==> src/rtl/rom_dl_pkg.sv <==
// Shared types for the ROM download arbiter: port select, FIFO entry and FSM state.
package rom_dl_pkg;

  typedef enum logic {
    SEL_P1,
    SEL_P2
  } port_sel_e;

  typedef struct packed {
    port_sel_e   sel;
    logic [24:0] addr;
    logic [7:0]  data;
  } fifo_entry_t;

  typedef enum logic {
    IDLE,
    WAIT
  } state_e;

endpackage

==> src/rtl/rom_dl_fifo.sv <==
// Small synchronous first-word-fall-through FIFO of download entries.
module rom_dl_fifo
  import rom_dl_pkg::*;
#(
  parameter int unsigned FIFO_DEPTH = 4
) (
  input  logic                          clk_sys,
  input  logic                          reset,
  input  logic                          i_push,
  input  fifo_entry_t                   i_din,
  input  logic                          i_pop,
  output fifo_entry_t                   o_dout,
  output logic                          o_full,
  output logic                          o_empty,
  output logic [$clog2(FIFO_DEPTH):0]   o_count
);

  localparam int unsigned AW = $clog2(FIFO_DEPTH);

  fifo_entry_t   r_mem [FIFO_DEPTH];
  logic [AW-1:0] r_wp;
  logic [AW-1:0] r_rp;
  logic [AW:0]   r_cnt;
  logic          w_wr;
  logic          w_rd;

  assign o_full  = (r_cnt == (AW+1)'(FIFO_DEPTH));
  assign o_empty = (r_cnt == '0);
  assign o_count = r_cnt;
  assign o_dout  = r_mem[r_rp];

  assign w_wr = i_push & ~o_full;
  assign w_rd = i_pop & ~o_empty;

  always_ff @(posedge clk_sys) begin
    if (w_wr) begin
      r_mem[r_wp] <= i_din;
    end
  end

  // Pointers wrap naturally because the depth is a power of two.
  always_ff @(posedge clk_sys) begin
    if (reset) begin
      r_wp  <= '0;
      r_rp  <= '0;
      r_cnt <= '0;
    end else begin
      if (w_wr) r_wp <= r_wp + 1'b1;
      if (w_rd) r_rp <= r_rp + 1'b1;
      case ({w_wr, w_rd})
        2'b10:   r_cnt <= r_cnt + 1'b1;
        2'b01:   r_cnt <= r_cnt - 1'b1;
        default: r_cnt <= r_cnt;
      endcase
    end
  end

endmodule

==> src/rtl/rom_download_arbiter.sv <==
// Buffers ioctl download bytes and issues them, one toggle handshake at a time,
// to the CPU ROM port (port1) or the interleaved 32-bit gfx ROM port (port2).
module rom_download_arbiter
  import rom_dl_pkg::*;
#(
  parameter logic [24:0] P2_BASE    = 25'h00E000,
  parameter logic [24:0] P2_SIZE    = 25'h008000,
  parameter int unsigned FIFO_DEPTH = 4
) (
  input  logic        clk_sys,
  input  logic        reset,
  input  logic        ioctl_downl,
  input  logic        ioctl_wr,
  input  logic [24:0] ioctl_addr,
  input  logic [7:0]  ioctl_dout,
  input  logic        reset_req,
  output logic        port1_req,
  input  logic        port1_ack,
  output logic [22:0] port1_a,
  output logic [1:0]  port1_ds,
  output logic [15:0] port1_d,
  output logic        port1_we,
  output logic        port2_req,
  input  logic        port2_ack,
  output logic [13:0] port2_a,
  output logic [1:0]  port2_ds,
  output logic [15:0] port2_d,
  output logic        port2_we,
  output logic        rom_loaded,
  output logic        core_reset,
  output logic        overflow,
  output logic        dropped
);

  localparam int unsigned CW = $clog2(FIFO_DEPTH) + 1;

  state_e      r_state;
  state_e      w_state_nxt;
  port_sel_e   r_sel;
  logic        r_wr_d;
  logic        r_downl_d;
  logic        r_fall_seen;
  logic        r_rom_loaded;
  logic        r_core_reset;
  logic        r_overflow;
  logic        r_dropped;
  logic        r_p1_req;
  logic [22:0] r_p1_a;
  logic [1:0]  r_p1_ds;
  logic [15:0] r_p1_d;
  logic        r_p2_req;
  logic [13:0] r_p2_a;
  logic [1:0]  r_p2_ds;
  logic [15:0] r_p2_d;

  logic          w_cap;
  logic          w_to_p1;
  logic          w_to_p2;
  logic          w_routed;
  logic          w_push;
  logic          w_issue;
  logic          w_full;
  logic          w_empty;
  logic [CW-1:0] w_count;
  logic [25:0]   w_p2_end;
  logic [14:0]   w_off;
  logic          w_ack_match;
  logic          w_rise;
  logic          w_fall;
  logic          w_busy;
  fifo_entry_t   w_din;
  fifo_entry_t   w_head;

  assign w_cap    = ioctl_wr & ~r_wr_d & ioctl_downl;
  assign w_p2_end = {1'b0, P2_BASE} + {1'b0, P2_SIZE};
  assign w_to_p1  = (ioctl_addr < P2_BASE);
  assign w_to_p2  = ~w_to_p1 & ({1'b0, ioctl_addr} < w_p2_end);
  assign w_routed = w_to_p1 | w_to_p2;
  assign w_push   = w_cap & w_routed & ~w_full;

  assign w_din = '{sel: (w_to_p1 ? SEL_P1 : SEL_P2), addr: ioctl_addr, data: ioctl_dout};

  rom_dl_fifo #(
    .FIFO_DEPTH(FIFO_DEPTH)
  ) u_fifo (
    .clk_sys (clk_sys),
    .reset   (reset),
    .i_push  (w_push),
    .i_din   (w_din),
    .i_pop   (w_issue),
    .o_dout  (w_head),
    .o_full  (w_full),
    .o_empty (w_empty),
    .o_count (w_count)
  );

  // Only the low 15 bits of the region offset are mapped, and those depend
  // only on the low 15 bits of the operands.
  assign w_off = w_head.addr[14:0] - P2_BASE[14:0];

  assign w_ack_match = (r_sel == SEL_P1) ? (r_p1_req == port1_ack) : (r_p2_req == port2_ack);

  always_ff @(posedge clk_sys) begin
    if (reset) r_state <= IDLE;
    else       r_state <= w_state_nxt;
  end

  always_comb begin
    w_state_nxt = r_state;
    w_issue     = 1'b0;
    unique case (r_state)
      IDLE: begin
        if (!w_empty) begin
          w_issue     = 1'b1;
          w_state_nxt = WAIT;
        end
      end
      WAIT: begin
        if (w_ack_match) w_state_nxt = IDLE;
      end
    endcase
  end

  always_ff @(posedge clk_sys) begin
    if (reset) begin
      r_sel    <= SEL_P1;
      r_p1_req <= port1_ack;
      r_p1_a   <= '0;
      r_p1_ds  <= '0;
      r_p1_d   <= '0;
      r_p2_req <= port2_ack;
      r_p2_a   <= '0;
      r_p2_ds  <= '0;
      r_p2_d   <= '0;
    end else if (w_issue) begin
      r_sel <= w_head.sel;
      if (w_head.sel == SEL_P1) begin
        r_p1_req <= ~r_p1_req;
        r_p1_a   <= w_head.addr[23:1];
        r_p1_ds  <= {w_head.addr[0], ~w_head.addr[0]};
        r_p1_d   <= {w_head.data, w_head.data};
      end else begin
        r_p2_req <= ~r_p2_req;
        r_p2_a   <= {w_off[12:0], w_off[14]};
        r_p2_ds  <= {w_off[13], ~w_off[13]};
        r_p2_d   <= {w_head.data, w_head.data};
      end
    end
  end

  assign w_rise = ioctl_downl & ~r_downl_d;
  assign w_fall = ~ioctl_downl & r_downl_d;

  always_ff @(posedge clk_sys) begin
    if (reset) begin
      r_wr_d       <= 1'b1;
      r_downl_d    <= 1'b0;
      r_fall_seen  <= 1'b0;
      r_rom_loaded <= 1'b0;
      r_core_reset <= 1'b1;
      r_overflow   <= 1'b0;
      r_dropped    <= 1'b0;
    end else begin
      r_wr_d    <= ioctl_wr;
      r_downl_d <= ioctl_downl;
      if (w_rise)      r_fall_seen <= 1'b0;
      else if (w_fall) r_fall_seen <= 1'b1;
      if (w_rise) begin
        r_rom_loaded <= 1'b0;
      end else if (!ioctl_downl && w_empty && (r_state == IDLE) && (r_fall_seen || w_fall)) begin
        r_rom_loaded <= 1'b1;
      end
      r_core_reset <= reset_req | ~r_rom_loaded | ioctl_downl;
      if (w_cap && w_routed && w_full) r_overflow <= 1'b1;
      if (w_cap && !w_routed)          r_dropped  <= 1'b1;
    end
  end

  assign w_busy = ioctl_downl | (r_state == WAIT) | (w_count != '0);

  assign port1_req  = r_p1_req;
  assign port1_a    = r_p1_a;
  assign port1_ds   = r_p1_ds;
  assign port1_d    = r_p1_d;
  assign port1_we   = ~reset & w_busy;
  assign port2_req  = r_p2_req;
  assign port2_a    = r_p2_a;
  assign port2_ds   = r_p2_ds;
  assign port2_d    = r_p2_d;
  assign port2_we   = ~reset & w_busy;
  assign rom_loaded = r_rom_loaded;
  assign core_reset = r_core_reset;
  assign overflow   = r_overflow;
  assign dropped    = r_dropped;

endmodule

==> config.mk <==
export PLATFORM = sky130hd
export DESIGN_NAME = rom_download_arbiter
export DESIGN_NICKNAME = d
export VERILOG_FILES = /design/src/rtl/rom_dl_pkg.sv /design/src/rtl/rom_dl_fifo.sv /design/src/rtl/rom_download_arbiter.sv
export SDC_FILE = /design/constraint.sdc
export NUM_CORES = 1
export LEC_CHECK = 0
export BUFFER_PORTS_ARGS = -buffer_cell sky130_fd_sc_hd__buf_2
export CORE_ASPECT_RATIO = 0.5
export CORE_MARGIN = 5
export CORE_UTILIZATION = 51
export DETAILED_ROUTE_END_ITERATION = 10
export PLACE_DENSITY_LB_ADDON = 0.05
export SLEW_MARGIN = 15
export SYNTH_ARGS = -nofsm -noshare
export SYNTH_HDL_FRONTEND = slang
export SYNTH_SLANG_ARGS = --single-unit
==> constraint.sdc <==
create_clock -name clk_sys -period 2.7 [get_ports clk_sys]
set_input_delay 0.54 -clock clk_sys [delete_from_list [all_inputs] [get_ports clk_sys]]
set_output_delay 0.54 -clock clk_sys [all_outputs]
set_load 0.02 [all_outputs]
; ---- Word level (Yosys, flattened, before mapping)
; Memory sizes are Yosys's and may differ from the RTL's. A register that Yosys moved wholly into a read port is not among the register bits.
; Index checks and enable logic that the tools add are counted.
[classes]
add_sub_neg = 5
bitwise_logic = 29
n_eq_ne = 6
n_reduce_logical = 19
magnitude_cmp = 2
mux = 17
[op_table]
columns = operator, n
row1 = "less-than comparator 25 x 16 -> 1 bit, second input constant", 1
row2 = "less-than comparator 25 x 17 -> 1 bit, second input constant", 1
row3 = "subtractor 15 bit, second input constant", 1
row4 = NOT 1 bit, 14
row5 = two-way mux 1 bit, 13
row6 = AND 1 bit, 10
row7 = AND reduction 2 bit, 4
row8 = logical AND 1 bit, 6
row9 = case mux 3 bit (2 select lines), 1
row10 = nonzero test 2 bit, 3
row11 = OR 1 bit, 5
row12 = "adder 2 x 1 -> 2 bit, second input constant", 2
row13 = two-way mux 2 bit, 2
row14 = "adder 3 x 1 -> 3 bit, second input constant", 1
row15 = "equality test 3 bit, second input constant", 1
row16 = zero test 3 bit, 1
row17 = nonzero test 3 bit, 1
row18 = "subtractor 3 x 1 -> 3 bit, second input constant", 1
row19 = equality test 1 bit, 2
row20 = "equality test 2 x 1 -> 1 bit, second input constant", 1
row21 = "equality test 2 bit, second input constant", 1
row22 = zero test 1 bit, 2
row23 = "!= test 2 bit, second input constant", 1
row24 = case mux 1 bit (2 select lines), 1
row25 = 2 further kinds, 2
[word_totals]
word_cells = 99
register_bits = 91
mem_bits_rw = 136
input_bits = 40
mem_count = 1
[memory_table]
columns = memory, words, word_bits, read_ports, rd_ports_with_merged_regs, write_ports, line
row1 = u_fifo.r_mem, 4, 34, 1, 1, 1, rom_dl_fifo.sv:20  ; fifo_entry_t r_mem [FIFO_DEPTH];

; ---- Logic depth before layout (Yosys ltp)
[depth]
word_depth = 9
ltp_mapped = 10
mapped_depth_nobuf = 10

; ---- Modules after synthesis
; Synthesis repeated with hierarchy kept, for this count alone.
[hier_totals]
cells_unflattened = 554
area_unflattened_um2 = 8066.5
[modules_own_cells]
columns = mod, area_per_inst_um2, n_inst, cells_per_inst
row1 = rom_dl_fifo, 5442.7, 1, 232
row2 = rom_download_arbiter, 2623.8, 1, 322

; ---- Worst setup path after synthesis
; No wires, ideal clock.
[synth_timing]
path_kind = input-to-reg
startpoint = input port ioctl_addr[22]
endpoint = memory u_fifo.r_mem[2][0] (netlist name) (enable)
setup_slack_ns = -0.096
arrival_ns = 2.403
setup_time_ns = 0.393
cell_stages = 4
path_cell_list = nor4_1 > o211ai_1 > nor3b_1 > and2_1
[synth_between]
elab_chain_len = 9
word_cells_on_any_way = 10
classes_between = order compare: 2 / mux: 2 / bitwise: 6
[synth_rtl]
columns = item, line
row1 = "start, declared", rom_download_arbiter.sv:14  ; input logic [24:0] ioctl_addr,
row2 = less-than comparator 25 x 16 -> 1 bit, rom_download_arbiter.sv:76  ; assign w_to_p1 = (ioctl_addr < P2_BASE);
row3 = NOT 1 bit, rom_download_arbiter.sv:77  ; assign w_to_p2 = ~w_to_p1 & ({1'b0, ioctl_addr} < w_p2_end);
row4 = AND 1 bit, rom_download_arbiter.sv:77
row5 = OR 1 bit (*), rom_download_arbiter.sv:78  ; assign w_routed = w_to_p1 | w_to_p2;
row6 = AND 1 bit (*) (2 in series), rom_download_arbiter.sv:79  ; assign w_push = w_cap & w_routed & ~w_full;
row7 = AND 1 bit (*), rom_dl_fifo.sv:32  ; assign w_wr = i_push & ~o_full;
row8 = two-way mux 1 bit (*), rom_dl_fifo.sv:36  ; if (w_wr) begin
row9 = two-way mux 1 bit (not written as such) (*), rom_dl_fifo.sv:37  ; r_mem[r_wp] <= i_din;
row10 = "end, declared", rom_dl_fifo.sv:20
; Every way passes the cells marked *; elsewhere a longest branch is shown, timed or not.

; ---- Worst setup path after layout
[layout_timing]
startpoint = input port ioctl_addr[22]
endpoint = register u_fifo.r_cnt[2] (netlist: u_fifo.o_count[2])
[layout_between]
elab_chain_len = 9
word_cells_on_any_way = 12
classes_between = order compare: 2 / eq/ne: 2 / mux: 1 / bitwise: 6 / reduce/logical: 1
[layout_rtl]
columns = item, line
row1 = less-than comparator 25 x 16 -> 1 bit, rom_download_arbiter.sv:76
row2 = NOT 1 bit, rom_download_arbiter.sv:77
row3 = AND 1 bit, rom_download_arbiter.sv:77
row4 = OR 1 bit (*), rom_download_arbiter.sv:78
row5 = AND 1 bit (*) (2 in series), rom_download_arbiter.sv:79
row6 = AND 1 bit (*), rom_dl_fifo.sv:32
row7 = equality test 2 x 1 -> 1 bit / equality test 2 bit (equally long branches), rom_dl_fifo.sv:50  ; case ({w_wr, w_rd})
row8 = case mux 3 bit (2 select lines) / nonzero test 2 bit (equally long branches), -
row9 = "end signal, assigned", rom_dl_fifo.sv:51  ; 2'b10: r_cnt <= r_cnt + 1'b1;
row10 = "end signal, assigned", rom_dl_fifo.sv:52  ; 2'b01: r_cnt <= r_cnt - 1'b1;
row11 = "end signal, assigned", rom_dl_fifo.sv:53  ; default: r_cnt <= r_cnt;
row12 = "end, declared", rom_dl_fifo.sv:23  ; logic [AW:0] r_cnt;
; Marked as above.
; A chain may end at the register's enable or synchronous reset.

==> results.yml <==
placed_design:
  hpwl_um: 10300
  placement.io_buffers: 120
  finalWeightedCongestion: 0.690
  placedInstanceArea_um2: 8660
clock_tree:
  clk_pin_slew_worst_paths_ns: 0.06
  hold_buffers: 0
  cts_inserted_buffers: 19
  clock_tree.htree_level_count: 1
  cts_num_sinks: 209
  cts_repair_resize_count: 0
  clock_tree_from_tritoncts: "done"
  post_cts.repair.setup_buffers: 0
  cts-root-buf: "clkbuf_16"
  clk_latency_ns: 0.49
  cts_max_path_buffers: 3
grt:
  congestion_overflow_gr: 0
  grt_antenna_before_repair: 1
  grt_max_degree: 51
  grt_usage: 0.179
  first_global_vias: 4546
  first_pass_grt_wire_length_um: 25300
logic_synthesis:
  ys_seq_area_frac: 0.708
  synth-edff-count: 134
  mappedNetlistArea_um2: 7810
  postSynthCellCount: 544
  netlist.top_cell.by_area: "edfxtp_1"
  asyncSetResetFlopFracSynth: 0
  ys_warn_count: 0
  synthMostInstantiatedCell: "edfxtp_1"
  synth.ff_latch_count: 209
  post_synth_most_frequent_cells: "edfxtp_1, nand2_1, dfxtp_1"
  synthesized_area_per_cell_um2: 14.3
  post-synth-top-area-fraction: 0.515
  synth.net_count: 590
  yosys.cell_types.count: 36
  synth.top_cells.by_area: "edfxtp_1, dfxtp_1, mux4_2"
  synthFlopType: "edfxtp_1"
worst_setup_path:
  critPathArrivalTime_ns: 2.81
  path_common_cell: "inv_1"
  worst_setup_path_end_kind: "register"
  timing.critical_path.slowest_stage_cell: "nor4_1"
  critPathMaxFanout: 5
  timing.critical_path.cells: "buf_2 > nor4_1 > buf_4 > o211ai_1 > nor3b_1 > inv_1 > ha_1 > inv_1 > fa_1 > xor2_1 > or3_1 > a21oi_1"
  element_type_at_the_critical_path_start: "input port"
  cpPeakStageDelay_ns: 0.39
  critical_path.reg2reg.startpoint: "u_fifo.o_count[0]"
  required_ns: 3.09
  r2r-end: "u_fifo.o_count[2]"
  worstRegToRegCells: 10
  r2r_setup_slack_ns: 0.46
  crit_type: "in -> reg"
power_and_ir_drop:
  vdd.ir_drop.worst_mv: 0.423
  switching_share: 0.203
  share_seq_of_total_power: 0.555
  intPower_w: 0.00490
  leakagePower_nw: 3.31
  total_switching_power_w: 0.00125
  p_per_area_nw_per_um2: 665
  combinationalPowerShare: 0.028
  pwr-share-clk: 0.417
min_path:
  worst_hold_path_type: "in -> reg"
  worstHoldStart: "reset_req"
  hold_path_end: "core_reset"
  min_path_cells: 2
final_layout:
  final_net_count: 708
  final_util: 0.607
  layout-drive-gt1-share: 0.313
  n_fill_cell: 1241
  flow.area_growth_from_synthesis_pct: 18.4
  layout.area.seq_um2: 5530
  fin_area_um2: 9240
  multiInputGateArea_um2: 1980
  antennaDiodeCount: 0
die:
  std_cell_rows: 32
  initial_core_utilization: 0.513
  die_y_um: 97.5
  ios: 121
  die_width_um: 185
  die_area_um2: 18000
  coreArea_um2: 15200
flow_run:
  max-cap-violations: 0
detailed_routing:
  drt-initial-drc-count: 255
  wl_per_cell_um: 18.4
  post_drt_via_cell_ratio: 5.23
  vias: 4599
  detail_route.drc_violations: 0
  detail-route-antenna-nets: 0
  dr.pass1.iters: 4
  wl_um: 16200
timing:
  period_minus_slack_ns: 2.41
  worst_slew_margin_rel: 0.244
  fmaxAchievable_mhz: 414
  final_clock_period_utilization_by_the_worst_path: 0.894
  worst_pin_slew_ns: 1.13
  final-max-slew-violation-count: 0
  grt_setup_unrepaired: "false"
  report.final.hold_viol_count: 0
  setup_viol_count_final: 0
  clock_skew_ns: 0.0207
status:
  status: "finished clean"
==> per-stage QoR <==
stage	hold slack, ns	TNS (ns)	instances	worst slack (ns)	power [W]
2_1_floorplan	0.467	0	544	0.119	0.00357
3_3_place_gp	0.439	-0.0474	845	-0.0474	0.00365
3_5_place_dp	0.445	-0.229	845	-0.197	0.00366
4_1_cts	0.226	0	879	0.275	0.00622
5_1_grt	0.233	0	879	0.0619	0.00638
6_report	0.245	0	879	0.287	0.00614
==> layer usage <==
layer / wire (um) / up-vias / global-route usage
met3: 955 / 23 / 0.0363
met4: 221 / 2 / 0.0327
li1: - / 2188 / -
met5: 7 / - / 0
met2: 7270 / 119 / 0.274
met1: 7690 / 2267 / 0.269
==> worst max path at each step <==
stage | to | start | cells past startpoint | slack [ns]
after detailed placement | u_fifo.o_count[2] | ioctl_addr[22] | 12 | -0.20
after CTS | u_fifo.o_count[2] | ioctl_addr[22] | 12 | 0.27
after global placement | u_fifo.o_count[2] | ioctl_addr[21] | 12 | -0.05
after global routing | u_fifo.o_count[2] | ioctl_addr[22] | 12 | 0.06
after floorplan | u_fifo.o_count[2] | ioctl_addr[22] | 10 | 0.12
final | u_fifo.o_count[2] | ioctl_addr[22] | 12 | 0.29
==> power by group through the flow <==
stage | clock network (W) | registers (W) | logic (W)
floorplan | 0 | 0.00349 | 0.0000770
global placement | 0 | 0.00348 | 0.000170
detailed placement | 0 | 0.00348 | 0.000173
CTS | 0.00263 | 0.00341 | 0.000173
global route | 0.00278 | 0.00341 | 0.000188
finish | 0.00256 | 0.00341 | 0.000171
==> state kept, by name, summed over array words and instances (netlist names), 2 cells and up, named ones only <==
register / count
u_fifo.r_wp: 2
u_fifo.r_rp: 2
port1_a: 23
u_fifo.r_mem: 132
port2_ds: 2
u_fifo.o_count: 3
port1_d: 8
port2_a: 14
port2_d: 8
port1_ds: 2
==> placed cells by master (no fill, tap or decap), types with 7 or more instances in the layout <==
cell / n
buf_4: 16
nor2_1: 14
dfxtp_1: 73
a21oi_1: 65
edfxtp_1: 134
inv_1: 11
buf_2: 120
clkbuf_16: 19
buf_12: 7
nand2_1: 111
mux4_2: 33
==> cell families after synthesis <==
family,Yosys count,synth area share
buf+inv,57,0.0404
fa+ha+maj,7,0.0119
compound gates,78,0.0535
simple gates,153,0.0833
flops,209,0.708
mux,33,0.0952
xor+xnor,7,0.00785
==> worst max-delay path, delay by kind of cell <==
kind	cells	cell delay (ns)
AND/OR/NAND/NOR	3	1.01
adder cells (fa/ha/maj)	2	0.40
AO/OA/AOI/OAI	2	0.30
buffers and inverters	4	0.48
XOR/XNOR	1	0.08
==> cell type report <==
cell class	instances	share of cell area
repair buffers	143	0.0931
clock buffers	26	0.0554
clock inverters	8	0.00745
multi-input cells	278	0.214
inverters	11	0.00447
flip-flops and latches	209	0.598
well taps	204	0.0276
Power figures use the tool's default switching activity.
